[src/rtl/spi_config_master.sv]
// spi_config_master: mode-0 SPI master with a start/done handshake.
// Optional: SPI_CONFIG_MASTER_LOOPBACK_EN samples mosi instead of miso.
module spi_config_master #(
  parameter int NBITS   = 8,
  parameter int CLK_DIV = 2
) (
  input  logic             clk,
  input  logic             rst,
  input  logic             start,
  input  logic [NBITS-1:0] tx_data,
  output logic             busy,
  output logic             done,
  output logic [NBITS-1:0] rx_data,
  output logic             sclk,
  output logic             mosi,
  input  logic             miso
);

  localparam int DIV_W = $clog2(CLK_DIV) + 1;
  localparam int BIT_W = $clog2(NBITS) + 1;

  typedef enum logic [1:0] {
    IDLE,
    LOW,
    HIGH
  } state_t;

  state_t           state;
  logic [DIV_W-1:0] div_cnt;
  logic [BIT_W-1:0] bit_cnt;
  logic [NBITS-1:0] tx_sr;
  logic [NBITS-1:0] rx_sr;
  logic [NBITS-1:0] tx_next;
  logic [NBITS-1:0] rx_next;
  logic             sample_bit;
  logic             div_last;
  logic             bit_last;

`ifdef SPI_CONFIG_MASTER_LOOPBACK_EN
  // mosi is stable across the rising edge, so it loops back cleanly
  logic unused_miso;
  assign unused_miso = miso;
  assign sample_bit  = mosi;
`else
  assign sample_bit = miso;
`endif

  assign div_last = (div_cnt == DIV_W'(CLK_DIV - 1));
  assign bit_last = (bit_cnt == BIT_W'(NBITS - 1));
  assign tx_next  = tx_sr << 1;

  // rx shift: new bit enters at the LSB, first bit ends at the MSB
  if (NBITS > 1) begin : g_rx_wide
    assign rx_next = {rx_sr[NBITS-2:0], sample_bit};
  end else begin : g_rx_one
    assign rx_next = sample_bit;
  end

  // Frame sequencer: half-period timing, bit shifting and handshake
  always_ff @(posedge clk or posedge rst) begin
    if (rst) begin
      state   <= IDLE;
      div_cnt <= '0;
      bit_cnt <= '0;
      tx_sr   <= '0;
      rx_sr   <= '0;
      rx_data <= '0;
      busy    <= 1'b0;
      done    <= 1'b0;
      sclk    <= 1'b0;
      mosi    <= 1'b0;
    end else begin
      done <= 1'b0;
      unique case (state)
        IDLE: begin
          sclk <= 1'b0;
          mosi <= 1'b0;
          if (start) begin
            tx_sr   <= tx_data;
            div_cnt <= '0;
            bit_cnt <= '0;
            busy    <= 1'b1;
            mosi    <= tx_data[NBITS-1];
            state   <= LOW;
          end
        end
        LOW: begin
          if (div_last) begin
            div_cnt <= '0;
            sclk    <= 1'b1;
            rx_sr   <= rx_next;
            state   <= HIGH;
          end else begin
            div_cnt <= div_cnt + 1'b1;
          end
        end
        HIGH: begin
          if (div_last) begin
            div_cnt <= '0;
            sclk    <= 1'b0;
            if (bit_last) begin
              rx_data <= rx_sr;
              done    <= 1'b1;
              busy    <= 1'b0;
              mosi    <= 1'b0;
              state   <= IDLE;
            end else begin
              tx_sr   <= tx_next;
              mosi    <= tx_next[NBITS-1];
              bit_cnt <= bit_cnt + 1'b1;
              state   <= LOW;
            end
          end else begin
            div_cnt <= div_cnt + 1'b1;
          end
        end
        default: state <= IDLE;
      endcase
    end
  end

endmodule

[config.mk]
export PLATFORM = sky130hd
export DESIGN_NAME = spi_config_master
export DESIGN_NICKNAME = d
export VERILOG_FILES = /design/src/rtl/spi_config_master.sv
export SDC_FILE = /design/constraint.sdc
export NUM_CORES = 1
export LEC_CHECK = 0
export CORE_MARGIN = 5
export CORE_UTILIZATION = 30
export DETAILED_ROUTE_END_ITERATION = 6
export SETUP_SLACK_MARGIN = 0.1
export SLEW_MARGIN = 20
export SYNTH_ARGS = -nofsm -noshare
export SYNTH_HDL_FRONTEND = slang
export SYNTH_SLANG_ARGS = --single-unit
[constraint.sdc]
create_clock -name clk -period 1.6 [get_ports clk]
set_input_delay 0.24 -clock clk [delete_from_list [all_inputs] [get_ports clk]]
set_output_delay 0.24 -clock clk [all_outputs]
set_load 0.1 [all_outputs]
# --- Word-level counts from Yosys, hierarchy flattened ---
# Cells that the tools add are included.
totals:
  output_inout_bits: 12
  reg_bits: 35
  word_cells: 64
classes:
  mux: 30
  add_sub_neg: 2
  n_eq_ne: 9
  reduce_logical: 13
op_table:
  columns: ["operator", "count"]
  rows:
  - ["2-to-1 mux 7 bit", 3]
  - ["case mux 7 bit (2 select lines)", 1]
  - ["2-to-1 mux 1 bit", 12]
  - ["2-to-1 mux 4 bit", 3]
  - ["2-to-1 mux 2 bit", 5]
  - ["!= test 2 bit, second input constant", 5]
  - ["AND reduction 3 bit", 3]
  - ["case mux 4 bit (2 select lines)", 1]
  - ["AND reduction 4 bit", 2]
  - ["case mux 2 bit (3 select lines)", 1]
  - ["AND reduction 2 bit", 3]
  - ["adder 4 x 1 -> 4 bit, second input constant", 1]
  - ["equality test 2 x 1 -> 1 bit, second input constant", 2]
  - ["equality test 4 x 3 -> 1 bit, second input constant", 1]
  - ["case mux 1 bit (2 select lines)", 2]
  - ["case mux 2 bit (2 select lines)", 1]
  - ["nonzero test 2 bit", 2]
  - ["case mux 1 bit (3 select lines)", 1]
  - ["nonzero test 3 bit", 1]
  - ["adder 2 x 1 -> 2 bit, second input constant", 1]
  - ["equality test 2 bit, second input constant", 1]
  - ["zero test 2 bit", 1]
  - ["OR reduction 2 bit", 1]

# --- Longest topological paths before layout ---
depth:
  ltp_word: 4
  mapped_depth: 7
  depth_no_buf: 5

# --- Worst setup path after synthesis ---
# Ideal clock, no wire load.
synth_path:
  path_kind: "flip-flop to flip-flop"
  from: "reg state[0]"
  to: "reg tx_sr[1]"
  setup_time_ps: 125
  stages_incl_launch_ff: 7
  synth_period_minus_slack_ps: 1799
  required_ps: 1475
  slack_ps: -199
  t_arrival_ps: 1674
  path_cell_list: "dfrtp_1 inv_1 ha_1 buf_4 mux2i_1 a221oi_4 mux2_2"
synth_via:
  elab_chain_len: 3
synth_rtl:
  columns: ["item", "line_no", "source"]
  rows:
  - ["start: declaration", "28", "state_t state;"]
  - ["start signal: assignment", "62", "state <= IDLE;"]
  - ["start signal: assignment", "84", "state <= LOW;"]
  - ["start signal: assignment", "92", "state <= HIGH;"]
  - ["equality test 2 bit / zero test 2 bit (equally long branches)", "74", "unique case (state)"]
  - ["!= test 2 bit (no line) / nonzero test 2 bit (equally long branches)", null, null]
  - ["AND reduction 4 bit (no line)", null, null]
  - ["end signal: assignment", "79", "tx_sr <= tx_data;"]
  - ["end signal: assignment", "108", "tx_sr <= tx_next;"]
  - ["end: declaration", "31", "logic [NBITS-1:0] tx_sr;"]
# Several ways; a longest one is shown, not always the timed one.
# A chain may end at the register's enable or synchronous reset.

# --- Worst setup path after layout ---
layout_path:
  from: "reg state[1]"
  to: "reg tx_sr[3]"
# The elaborated chain is that of the path after synthesis.

==> impl_metrics.tcl <==
set metrics [dict create \
    num_io_pins 24 \
    yosysSeqAreaShare_pct 52.1 \
    start_util_pct 30.7 \
    p_int_w 0.00297 \
    insertion_delay_ns 0.29 \
    die_x_um 84.8 \
    rr_worst_depth 6 \
    area_growth_pct 61.3 \
    placed_cell_area_sq_mm 0.00236 \
    skew_ns 0.00875 \
    drive_gt1_share_pct 55.9 \
    grt_setup_unrepaired "yes" \
    setup_viol_count_final 19 \
    synthTopCellsByArea "dfrtp_1 (52%), mux2_2 (20%), ha_1 (4.5%)" \
    tritoncts "done" \
    grt_pass1_wl_um 7090 \
    hp-class "in -> async" \
    worst_setup_path_end_kind "register" \
    post_drt_wl_per_cell_um 15.9 \
    synth_area_sq_mm 0.00168 \
    cts_buffers 5 \
    vias 1227 \
    fmax_mhz 577 \
    cp_data_arrival_time_ns 1.90 \
    rows 27 \
    grt_max_degree 36 \
    cap_viol_max_count 0 \
    r2r_setup_slack_ns -0.13 \
    fin_area_sq_mm 0.00271 \
    critical_path_class "reg -> reg" \
    synth_nets 147 \
    drt_pass1_iterations 4 \
    ir_worst_vdd_mv 0.998 \
    min_period_ns 1.73 \
    netlist_instances 129 \
    cp.required_ns 1.76 \
    cts_max_path_buffers 2 \
    start_kind "register" \
    drt_iter0_markers 59 \
    setup_ws_ns -0.134 \
    synth_enable_flop_cells 0 \
    viasPerCell 4.72 \
    switching_share_pct 37.9 \
    h-tree-depth 2 \
    r2r_start "state[1]" \
    async_reset_ff_share_pct 100 \
    crit_fanout 4 \
    die_area_sq_mm 0.00720 \
    relSlewSlack_pct 68.8 \
    fillers 486 \
    routed_wl_um 4150 \
    ys_ff_latch 35 \
    antenna_left 0 \
    grt_overflow_total 0 \
    ys_types 31 \
    pwr-share-comb_pct 58.3 \
    antenna_cells 0 \
    utilization_pct 49.5 \
    pwr-share-clk_pct 12.8 \
    p_seq_share_pct 28.9 \
    synth_top_area_share_pct 52.1 \
    grt_antenna_before_repair 0 \
    core_area_sq_mm 0.00547 \
    run_status "finished with violations" \
    violations "negative setup slack" \
    period_share_pct 108 \
    p_leak_nw 1.20 \
    hold_violations 0 \
    root_buffer "clkbuf_8" \
    cp_slowest_cell "dfrtp_2" \
    power.density_mw_per_mm2 1760 \
    netlist.top_cell.by_area "dfrtp_1" \
    worstSetupStartpoint "state[1]" \
    yosys.cell_count.top_type "dfrtp_1" \
    synth_common_cells "dfrtp_1 (35), mux2_2 (30), inv_1 (9), ha_1 (6)" \
    nets 205 \
    worst_slew_pin_slew_ns 0.468 \
    place.gp.congestion 0.814 \
    crit_chain "inv_2 -> ha_4 -> mux2i_4 -> a221oi_4 -> buf_6 -> mux2_4" \
    grt_usage_pct 12.3 \
    critical_path.reg2reg.endpoint "tx_sr[3]" \
    critical-path-max-stage-delay_ns 0.43 \
    hpwl_um 2810 \
    port_buffers 23 \
    grt_pass1_vias 1392 \
    drc 0 \
    clk_pin_slew_worst_paths_ns 0.07 \
    ys.flop_type "dfrtp_1" \
    syn_avg_cell_area_sq_um 13.0 \
    synth_warnings 0 \
    switchingPower_w 0.00181 \
    cts.sinks 35 \
    report.final.slew_viol_count 0 \
    die_height_um 84.8 \
]
-- critical path: cells and delay by family, from the launching register on --
| kind | cells | cell delay [ns] |
|---|---|---|
| muxes | 2 | 0.50 |
| DFF | 1 | 0.43 |
| AOI/OAI and AO/OA | 1 | 0.26 |
| buffers and inverters | 2 | 0.24 |
| adders and majority gates | 1 | 0.17 |
-- worst max path at each step --
stage,slack [ns],depth (start not counted),to
4_1_cts,-0.07,6,tx_sr[3]
6_report,-0.13,6,tx_sr[3]
2_1_floorplan,-0.13,5,tx_sr[1]
3_5_place_dp,-0.24,5,tx_sr[3]
5_1_grt,-0.18,6,tx_sr[3]
3_3_place_gp,-0.19,5,tx_sr[5]
-- power by group through the flow --
stage / sequential, W / clock [W] / combinational, W
5_1_grt: 0.00142 / 0.000672 / 0.00297
3_5_place_dp: 0.00137 / 0 / 0.00213
6_report: 0.00138 / 0.000611 / 0.00279
3_3_place_gp: 0.00135 / 0 / 0.00206
2_1_floorplan: 0.00158 / 0 / 0.00112
4_1_cts: 0.00138 / 0.000639 / 0.00255
-- routing by layer --
| layer | vias up | wire [um] | GRT usage [%] |
|---|---|---|---|
| li1 | 579 | - | - |
| met2 | 20 | 2160 | 20.3 |
| met1 | 618 | 1760 | 15.2 |
| met5 | - | 0 | 0 |
| met4 | 0 | 117 | 6.91 |
| met3 | 10 | 107 | 2.23 |
-- flip-flops by register name, indices dropped and copies added (netlist names) --
register,count
sclk,1
tx_sr,7
rx_data,8
state,2
rx_sr,8
bit_cnt,4
done,1
busy,1
div_cnt,2
mosi,1
-- kinds of logic after synthesis --
kind of cell | synth area share (%)
flops | 52.1
mux | 21.9
compound gates | 11.1
fa+ha+maj | 4.47
simple gates | 6.92
buf+inv | 3.50
-- per-stage QoR --
stage	setup WS, ns	setup TNS (ns)	power, W	hold slack, ns	cells
final	-0.134	-1.65	0.00478	0.357	260
after global routing	-0.184	-3.00	0.00506	0.444	260
after CTS	-0.0744	-0.494	0.00456	0.364	258
after detailed placement	-0.240	-2.84	0.00350	0.493	243
after global placement	-0.186	-1.83	0.00341	0.485	243
after floorplan	-0.129	-1.50	0.00270	0.391	129
-- layout by cell type (no fill, tap or decap), types with 2 or more instances in the layout --
cell	synthesis	final
nand2_1	4	3
nand3_1	3	2
buf_12	0	16
clkinvlp_4	0	2
buf_6	0	8
mux2_4	0	18
o21bai_1	2	2
nor2_1	4	3
inv_1	9	5
clkdlybuf4s50_1	0	11
mux2_2	30	12
inv_2	0	2
a221oi_4	1	2
buf_4	2	20
a221oi_2	0	2
clkbuf_8	0	5
dfrtp_1	35	34
mux2i_1	3	2
o2bb2ai_1	2	2
ha_4	0	4
nand2b_1	3	2
-- repair_timing --
action	CTS	global route
setup endpoints to repair	33	31
setup buffers	8	2
pin swaps	4	4
endpoints found under the hold margin	0	0
resized for setup	32	13
hold buffers	0	0
-- cell type report --
| class | instances | area (sq um) | area share, % |
|---|---|---|---|
| clock buffer | 6 | 72.6 | 2.68 |
| multi-input combinational | 81 | 947 | 34.9 |
| timing repair buffer | 55 | 671 | 24.7 |
| inverter | 9 | 40.0 | 1.48 |
| sequential | 35 | 877 | 32.4 |
| clock inverter | 2 | 12.5 | 0.462 |
| tap | 72 | 90.1 | 3.32 |
Note: power is estimated with default switching activity, not from simulation.
